### src/rtl/lpc_record_fifo_if.sv
// Record-capture and byte-stream bundle between the LPC cycle decoder, the
// record FIFO and the UART transmitter.
interface lpc_record_fifo_if #(
  parameter int DEPTH_LOG2 = 4
) ();
  logic [3:0]            in_cyctype_dir;
  logic [31:0]           in_addr;
  logic [7:0]            in_data;
  logic                  in_clock_enable;
  logic [7:0]            out_byte;
  logic                  out_valid;
  logic                  out_ready;
  logic [7:0]            overflow_count;
  logic [DEPTH_LOG2:0]   fifo_level;

  modport master (
    output in_cyctype_dir, in_addr, in_data, in_clock_enable, out_ready,
    input  out_byte, out_valid, overflow_count, fifo_level
  );

  modport slave (
    input  in_cyctype_dir, in_addr, in_data, in_clock_enable, out_ready,
    output out_byte, out_valid, overflow_count, fifo_level
  );
endinterface

### src/rtl/lpc_record_fifo.sv
// Buffers completed LPC I/O-read records and serializes each as a 4-byte
// frame {type/lost, addr hi, addr lo, data} on a valid/ready byte stream.
module lpc_record_fifo #(
  parameter int DEPTH_LOG2 = 4
) (
  input  logic             lpc_clock,
  input  logic             reset,
  lpc_record_fifo_if.slave bus
);
  localparam int DEPTH   = 1 << DEPTH_LOG2;
  localparam int ENTRY_W = 29;

  typedef enum logic [2:0] {
    IDLE  = 3'd0,
    BYTE0 = 3'd1,
    BYTE1 = 3'd2,
    BYTE2 = 3'd3,
    BYTE3 = 3'd4
  } ser_state_t;

  // Entry layout: {cyctype_dir[28:25], lost[24], addr[23:8], data[7:0]}
  function automatic logic [7:0] frame_byte(input logic [ENTRY_W-1:0] e, input logic [1:0] idx);
    logic [7:0] b;
    case (idx)
      2'd0:    b = {e[28:25], 3'b000, e[24]};
      2'd1:    b = e[23:16];
      2'd2:    b = e[15:8];
      default: b = e[7:0];
    endcase
    return b;
  endfunction

  logic                  strobe_q_r;
  logic                  rise_s;
  logic                  full_s;
  logic                  empty_s;
  logic                  push_s;
  logic                  drop_s;
  logic                  pop_s;
  logic                  accept_s;
  logic [DEPTH_LOG2-1:0] wr_ptr_r;
  logic [DEPTH_LOG2-1:0] rd_ptr_r;
  logic [DEPTH_LOG2:0]   level_r;
  logic [ENTRY_W-1:0]    mem_r [DEPTH];
  logic [ENTRY_W-1:0]    entry_s;
  logic [ENTRY_W-1:0]    head_s;
  logic                  pending_lost_r;
  logic [7:0]            overflow_count_r;
  ser_state_t            state_r;
  ser_state_t            state_next_s;
  logic [ENTRY_W-1:0]    frame_r;
  logic [ENTRY_W-1:0]    frame_next_s;
  logic [7:0]            out_byte_r;
  logic [7:0]            out_byte_next_s;
  logic                  out_valid_r;
  logic                  out_valid_next_s;
  logic                  unused_addr_s;

  assign rise_s   = bus.in_clock_enable & ~strobe_q_r;
  // Level never exceeds DEPTH, so its MSB alone marks full.
  assign full_s   = level_r[DEPTH_LOG2];
  assign empty_s  = (level_r == {(DEPTH_LOG2+1){1'b0}});
  assign push_s   = rise_s & ~full_s;
  assign drop_s   = rise_s & full_s;
  assign accept_s = out_valid_r & bus.out_ready;
  assign entry_s  = {bus.in_cyctype_dir, pending_lost_r, bus.in_addr[15:0], bus.in_data};
  assign head_s   = mem_r[rd_ptr_r];

  assign unused_addr_s = &{1'b0, bus.in_addr[31:16]};

  assign bus.out_byte       = out_byte_r;
  assign bus.out_valid      = out_valid_r;
  assign bus.overflow_count = overflow_count_r;
  assign bus.fifo_level     = level_r;

  // Record storage; contents are don't-care until written, so no reset.
  always_ff @(posedge lpc_clock) begin
    if (push_s) begin
      mem_r[wr_ptr_r] <= entry_s;
    end
  end

  // Strobe edge detect, FIFO pointers/level, and drop bookkeeping.
  always_ff @(posedge lpc_clock or posedge reset) begin
    if (reset) begin
      strobe_q_r       <= 1'b1;
      wr_ptr_r         <= {DEPTH_LOG2{1'b0}};
      rd_ptr_r         <= {DEPTH_LOG2{1'b0}};
      level_r          <= {(DEPTH_LOG2+1){1'b0}};
      pending_lost_r   <= 1'b0;
      overflow_count_r <= 8'd0;
    end else begin
      strobe_q_r <= bus.in_clock_enable;
      if (push_s) begin
        wr_ptr_r <= wr_ptr_r + {{(DEPTH_LOG2-1){1'b0}}, 1'b1};
      end
      if (pop_s) begin
        rd_ptr_r <= rd_ptr_r + {{(DEPTH_LOG2-1){1'b0}}, 1'b1};
      end
      case ({push_s, pop_s})
        2'b10:   level_r <= level_r + {{DEPTH_LOG2{1'b0}}, 1'b1};
        2'b01:   level_r <= level_r - {{DEPTH_LOG2{1'b0}}, 1'b1};
        default: level_r <= level_r;
      endcase
      if (push_s) begin
        pending_lost_r <= 1'b0;
      end else if (drop_s) begin
        pending_lost_r <= 1'b1;
      end
      if (drop_s && (overflow_count_r != 8'hFF)) begin
        overflow_count_r <= overflow_count_r + 8'd1;
      end
    end
  end

  // Serializer next state: pops a record into the frame register and steps bytes on handshakes.
  always_comb begin
    state_next_s     = state_r;
    frame_next_s     = frame_r;
    out_byte_next_s  = out_byte_r;
    out_valid_next_s = out_valid_r;
    pop_s            = 1'b0;
    case (state_r)
      IDLE: begin
        if (!empty_s) begin
          pop_s            = 1'b1;
          frame_next_s     = head_s;
          out_byte_next_s  = frame_byte(head_s, 2'd0);
          out_valid_next_s = 1'b1;
          state_next_s     = BYTE0;
        end else begin
          out_valid_next_s = 1'b0;
          state_next_s     = IDLE;
        end
      end
      BYTE0: begin
        if (accept_s) begin
          out_byte_next_s = frame_byte(frame_r, 2'd1);
          state_next_s    = BYTE1;
        end else begin
          state_next_s = BYTE0;
        end
      end
      BYTE1: begin
        if (accept_s) begin
          out_byte_next_s = frame_byte(frame_r, 2'd2);
          state_next_s    = BYTE2;
        end else begin
          state_next_s = BYTE1;
        end
      end
      BYTE2: begin
        if (accept_s) begin
          out_byte_next_s = frame_byte(frame_r, 2'd3);
          state_next_s    = BYTE3;
        end else begin
          state_next_s = BYTE2;
        end
      end
      BYTE3: begin
        if (accept_s && !empty_s) begin
          // Back-to-back frames: next record loads on the same handshake.
          pop_s            = 1'b1;
          frame_next_s     = head_s;
          out_byte_next_s  = frame_byte(head_s, 2'd0);
          out_valid_next_s = 1'b1;
          state_next_s     = BYTE0;
        end else if (accept_s) begin
          out_valid_next_s = 1'b0;
          state_next_s     = IDLE;
        end else begin
          state_next_s = BYTE3;
        end
      end
      default: begin
        out_valid_next_s = 1'b0;
        state_next_s     = IDLE;
      end
    endcase
  end

  // Serializer state, frame register and registered stream outputs.
  always_ff @(posedge lpc_clock or posedge reset) begin
    if (reset) begin
      state_r     <= IDLE;
      frame_r     <= {ENTRY_W{1'b0}};
      out_byte_r  <= 8'd0;
      out_valid_r <= 1'b0;
    end else begin
      state_r     <= state_next_s;
      frame_r     <= frame_next_s;
      out_byte_r  <= out_byte_next_s;
      out_valid_r <= out_valid_next_s;
    end
  end
endmodule

### src/flat_wrapper.sv
// flat-port wrapper written by rule: the top's interface ports become plain ports
module lpc_record_fifo_flat 
#(
  parameter int DEPTH_LOG2 = 4
)
  (lpc_clock, reset, bus_in_cyctype_dir, bus_in_addr, bus_in_data, bus_in_clock_enable, bus_out_ready, bus_out_byte, bus_out_valid, bus_overflow_count, bus_fifo_level);
  lpc_record_fifo_if #(.DEPTH_LOG2(DEPTH_LOG2)) bus_i ();
  input  logic lpc_clock;
  input  logic reset;
  input wire logic [$bits(bus_i.in_cyctype_dir)-1:0] bus_in_cyctype_dir;
  input wire logic [$bits(bus_i.in_addr)-1:0] bus_in_addr;
  input wire logic [$bits(bus_i.in_data)-1:0] bus_in_data;
  input wire logic [$bits(bus_i.in_clock_enable)-1:0] bus_in_clock_enable;
  input wire logic [$bits(bus_i.out_ready)-1:0] bus_out_ready;
  output wire logic [$bits(bus_i.out_byte)-1:0] bus_out_byte;
  output wire logic [$bits(bus_i.out_valid)-1:0] bus_out_valid;
  output wire logic [$bits(bus_i.overflow_count)-1:0] bus_overflow_count;
  output wire logic [$bits(bus_i.fifo_level)-1:0] bus_fifo_level;
  assign bus_i.in_cyctype_dir = bus_in_cyctype_dir;
  assign bus_i.in_addr = bus_in_addr;
  assign bus_i.in_data = bus_in_data;
  assign bus_i.in_clock_enable = bus_in_clock_enable;
  assign bus_i.out_ready = bus_out_ready;
  assign bus_out_byte = bus_i.out_byte;
  assign bus_out_valid = bus_i.out_valid;
  assign bus_overflow_count = bus_i.overflow_count;
  assign bus_fifo_level = bus_i.fifo_level;
  lpc_record_fifo #(.DEPTH_LOG2(DEPTH_LOG2)) u_core (.lpc_clock(lpc_clock), .reset(reset), .bus(bus_i));
endmodule
### config.mk
export PLATFORM = sky130hd
export DESIGN_NAME = lpc_record_fifo_flat
export DESIGN_NICKNAME = d
export VERILOG_FILES = /design/src/rtl/lpc_record_fifo_if.sv /design/src/rtl/lpc_record_fifo.sv /design/src/flat_wrapper.sv
export SDC_FILE = /design/constraint.sdc
export NUM_CORES = 1
export LEC_CHECK = 0
export ABC_AREA = 1
export CAP_MARGIN = 20
export CORE_MARGIN = 2
export CORE_UTILIZATION = 37
export CTS_BUF_LIST = sky130_fd_sc_hd__clkbuf_4 sky130_fd_sc_hd__clkbuf_8 sky130_fd_sc_hd__clkbuf_16
export DETAILED_ROUTE_END_ITERATION = 6
export PLACE_DENSITY = 0.53
export SETUP_SLACK_MARGIN = 0.3
export SYNTH_ARGS = -nofsm -noshare
export SYNTH_HDL_FRONTEND = slang
export SYNTH_SLANG_ARGS = --single-unit
### constraint.sdc
create_clock -name lpc_clock -period 6.6 [get_ports lpc_clock]
set_clock_uncertainty 0.1 [all_clocks]
set_input_delay 1.32 -clock lpc_clock [delete_from_list [all_inputs] [get_ports lpc_clock]]
set_output_delay 1.32 -clock lpc_clock [all_outputs]
set_load 0.005 [all_outputs]
---- After elaboration in Yosys (flattened, before gate mapping) ----
Memory sizes are Yosys's and may differ from the RTL's.
Cells that the tools add are included.
word-level totals
  memories ................................ 1
  bits in read-only memories .............. 0
  bits of input ports ..................... 48
  output and inout port bits .............. 22
  memory bits (writable) .................. 464
  word-level logic and storage cells ...... 76
  bits in latches ......................... 0
  flip-flop bits (word level) ............. 59
cells by class
  divide/modulo/power cells ............... 0
  mux-type cells .......................... 27
  multiply operators ...................... 0
  $add $sub $neg .......................... 5
  equal/unequal tests ..................... 13
  shifts and indexed selects .............. 0
  reduce and logical (&&, ||, !) cells .... 13
  bitwise logic cells ..................... 7
  magnitude comparators ................... 0
memory list
  memory        depth  width  rd ports  clocked after Yosys merged registers in  write ports  line                   text
  u_core.mem_r  16     29     1         0                                        1            lpc_record_fifo.sv:44  logic [ENTRY_W-1:0] mem_r [DEPTH];
operators with widths
  kind                                               count
  two-way mux 24 bit                                 2
  one-hot mux 24 bit (2 select lines)                1
  two-way mux 8 bit                                  5
  one-hot mux 8 bit (5 select lines)                 1
  one-hot mux 3 bit (5 select lines)                 1
  two-way mux 1 bit                                  10
  one-hot mux 5 bit (2 select lines)                 1
  two-way mux 3 bit                                  3
  adder 4 x 1 -> 4 bit (second input constant)       2
  adder 8 x 1 -> 8 bit (second input constant)       1
  != test 2 x 1 -> 1 bit (second input constant)     4
  != test 8 bit (second input constant)              1
  == test 3 x 2 -> 1 bit (second input constant)     2
  AND reduction 6 bit                                1
  nonzero test 2 bit                                 3
  adder 5 x 1 -> 5 bit (second input constant)       1
  logical NOT 5 bit                                  1
  nonzero test 5 bit                                 1
  subtractor 5 x 1 -> 5 bit (second input constant)  1
  AND 1 bit                                          4
  == test 3 x 1 -> 1 bit (second input constant)     1
  == test 3 bit (second input constant)              1
  logical NOT 3 bit                                  1
  != test 3 x 1 -> 1 bit (second input constant)     1
  other kinds (12)                                   15

---- Depth between registers and ports, before layout ----
  depth in word-level cells ............... 7
  depth in mapped cells ................... 17
  depth with buffers taken out ............ 16

---- Worst setup path before layout ----
Ideal clock, no wire load.
  path type ............................... input to register
  from .................................... input port bus_in_clock_enable
  to ...................................... memory u_core.mem_r[11][0], enable pin
  required time ........................... 6049 ps
  stages .................................. 6
  library setup time ...................... 451 ps
  slack ................................... 2150 ps
  buffers on the path ..................... 0
  data arrival time ....................... 3899 ps
  cell sequence ........................... inv_1 -> nor2_1 -> inv_1 -> nor2_2 -> inv_1 -> nor3_1
on the way
  longest elaborated chain between the ends .. 4
ends and longest elaborated chain
  element                                  line                   text
  start, declared                          flat_wrapper.sv:13     input wire logic [$bits(bus_i.in_clock_enable)-1:0] bus_in_clock_enable;
  AND 1 bit                                lpc_record_fifo.sv:59  assign rise_s = bus.in_clock_enable & ~strobe_q_r;
  AND 1 bit                                lpc_record_fifo.sv:63  assign push_s = rise_s & ~full_s;
  two-way mux 1 bit                        lpc_record_fifo.sv:78  if (push_s) begin
  two-way mux 1 bit (implied by the code)  lpc_record_fifo.sv:79  mem_r[wr_ptr_r] <= entry_s;
  end, declared                            lpc_record_fifo.sv:44
No other way between the ends.

---- Worst setup path in the final report ----
  from .................................... input port bus_in_clock_enable
  to ...................................... memory u_core.mem_r[10][23], enable pin
The elaborated chain is that of the path after synthesis.

==> results.json <==
{
  "status": "completed",
  "design_area_mm2": 0.02450,
  "ys_warn_count": 0,
  "rsz0062_at_grt": "no",
  "synthTopCellsByArea": "edfxtp_1 (65%), nand2_1 (9.7%), dfrtp_1 (6.8%)",
  "tightest_slew_ns": 1.109,
  "cap_viol_max_count": 0,
  "initial_utilization_pct": 37.26,
  "routed_via_density": 5.005,
  "required_ns": 6.79,
  "dieArea_mm2": 0.05970,
  "r2r-start": "u_core.rd_ptr_r[1]$_DFFE_PP0P_",
  "post-cts-setup-buffer-count": 0,
  "synth_top_area_share_pct": 65.20,
  "fmax_mhz": 279.1,
  "worst_r2r_path_depth": 8,
  "fin_ws_ns": 3.017,
  "synth_cells": 1843,
  "drtPass1Iterations": 5,
  "grt.overflow.total": 0,
  "r2r_slack_ns": 3.49,
  "cts_tree": "yes",
  "core_area_mm2": 0.05737,
  "dieHeight_um": 244.3,
  "avgSynthCellArea_um2": 11.60,
  "grt_pass1_vias": 12890,
  "grt_pass1_wl_um": 79780,
  "dr.first_iter.drc_count": 1147,
  "synthesis.area_mm2": 0.02137,
  "grt_antenna_before_repair": 0,
  "clk_path_buf_depth": 3,
  "path_clk_slew_ns": 0.06,
  "final.period_utilization_pct": 54.28,
  "ios": 70,
  "gp_congestion": 0.7606,
  "min_path_cells": 2,
  "final_util_pct": 42.72,
  "cp_max_fo": 17,
  "setup_viol": 0,
  "layout-drive-gt1-share_pct": 7.672,
  "wire_per_inst_um": 19.55,
  "cts_buffers": 55,
  "cts.htree.levels": 2,
  "dp_slack_ns": 2.273,
  "diodes": 0,
  "setup_tns_ns": 0,
  "start_kind": "primary input",
  "grt_max_degree": 193,
  "p_total_uw": 10500,
  "powerDensity_mw_per_mm2": 428.4,
  "vias": 13480,
  "synth_cell_types": 33,
  "syn_to_final_growth_pct": 14.65,
  "numPortBuffers": 53,
  "grt_usage_pct": 17.69,
  "vdd_drop_max_mv": 0.3119,
  "holdCritStartpoint": "u_core.bus.out_byte[6]$_DFFE_PP0P_",
  "min_to": "u_core.bus.out_byte[6]$_DFFE_PP0P_",
  "total_leakage_power_uw": 0.009060,
  "regToRegEndpoint": "u_core.frame_r[19]$_DFFE_PP0P_",
  "post_dp_cell_area_mm2": 0.02268,
  "die_w_um": 244.3,
  "timing_worst_setup_path_type": "in2reg",
  "cts_resized": 0,
  "crit_path_end_kind": "flip-flop",
  "crit_arrival_ns": 3.77,
  "ys_ff_latch": 523,
  "drtAntennaViolNets": 0,
  "cts_hold_buf": 0,
  "hpwlAfterDp_um": 27460,
  "cts_root_buffer": "clkbuf_16",
  "syn_nets": 1901,
  "synth_top_area_cell": "edfxtp_1",
  "totalWireLength_um": 52670,
  "slew_viol_final": 0,
  "holdCritPathClass": "reg2reg",
  "row_count": 88,
  "fin_nets": 1942,
  "cts_sinks": 523,
  "slew_headroom_pct": 25.66,
  "drc": 0,
  "min_period_ns": 3.583,
  "worstSkewPairLatency_ns": 0.61,
  "synth-seq-area-share_pct": 72.11,
  "hold_viol": 0
}
-- per-layer routing --
metal | wire, µm | global-route usage, %
met4 | 1064 | 4.842
met2 | 24850 | 28.84
met1 | 23910 | 24.79
met5 | 0 | 0
met3 | 2845 | 2.535
-- cell usage after synthesis --
cell type  instances
edfxtp_1         464
nor2_2             3
xnor2_1            7
a21boi_0           1
clkinv_1           1
nand4_1            2
o21ai_1           12
dfrtp_1           58
o21bai_1           1
nor3_1            23
clkbuf_2           2
buf_8              1
xor2_1            12
o22ai_1           40
nand2_1          550
nor2_1           133
nand2_4            1
nor3_2             2
buf_6             12
buf_4             16
dfstp_2            1
o21ai_0          101
nand3_2            1
a21oi_1           98
inv_1             88
clkbuf_1          27
inv_2              3
buf_2             37
nand3_1          133
o21ai_2            1
ha_1              10
buf_1              1
inv_4              1
-- worst max-delay path by stage --
| stage | start | to |
|---|---|---|
| global route | bus_in_clock_enable | u_core.mem_r[2][4]$_DFFE_PP_ |
| detailed placement | bus_in_clock_enable | u_core.mem_r[2][10]$_DFFE_PP_ |
| finish | bus_in_clock_enable | u_core.mem_r[10][23]$_DFFE_PP_ |
| floorplan | bus_in_clock_enable | u_core.mem_r[11][0]$_DFFE_PP_ |
| global placement | bus_in_clock_enable | u_core.mem_r[2][9]$_DFFE_PP_ |
| CTS | bus_in_clock_enable | u_core.mem_r[2][4]$_DFFE_PP_ |
-- metrics by stage --
step / hold slack, ns / instances
after floorplan: 0.3439 / 1843
after global placement: 0.3624 / 2589
final: 0.3756 / 2694
after global routing: 0.3906 / 2694
after detailed placement: 0.3653 / 2591
after CTS: 0.3817 / 2693
-- cells by family after synthesis --
kind of cell / share of synthesized area, %
fa+ha+maj: 0.5854
compound gates: 6.223
flops: 72.11
buf+inv: 4.315
xor+xnor: 0.7786
simple gates: 15.99
-- final cells by class --
type                    count  area (µm²)
inverters                  93       354.1
fillers                  5291       32860
clock buffers              70        1508
repair buffers             80       815.8
well taps                 765       957.2
multi-input cells        1131        5156
flip-flops and latches    523       15420
clock inverters            32       296.5
-- cell usage in the layout (no fill, tap or decap), drive strengths merged, types with 40 or more instances in the layout --
cell type,instances
edfxtp,464
a21oi,98
inv,92
dfrtp,58
nand2,551
clkdlybuf4s50,53
nor2,136
clkbuf,70
o21ai,114
o22ai,40
nand3,134
-- report_power, final --
group / internal, µW / switching (µW) / total, µW
clock network: 1810 / 1270 / 3070
registers: 3900 / 273 / 4170
logic: 989 / 2260 / 3250
total: 6690 / 3800 / 10500
-- critical path: stages --
cell and delay, ns:
clkdlybuf4s50_1 0.48, inv_1 0.04, nor2_1 0.13, inv_1 0.08, nor2_2 0.27, nand2_1 0.32
nor2_4 0.72, buf_4 0.38
-- flip-flops by register name, summed over array words and instances (netlist names) --
name	flops
u_core.mem_r	464
u_core.frame_r	24
u_core.bus.out_byte	8
u_core.bus.overflow_count	8
u_core.bus.fifo_level	5
u_core.rd_ptr_r	4
u_core.wr_ptr_r	4
u_core.state_r	3
u_core.bus.out_valid	1
u_core.pending_lost_r	1
u_core.strobe_q_r	1
No activity file was read; power rests on OpenSTA's default activity.
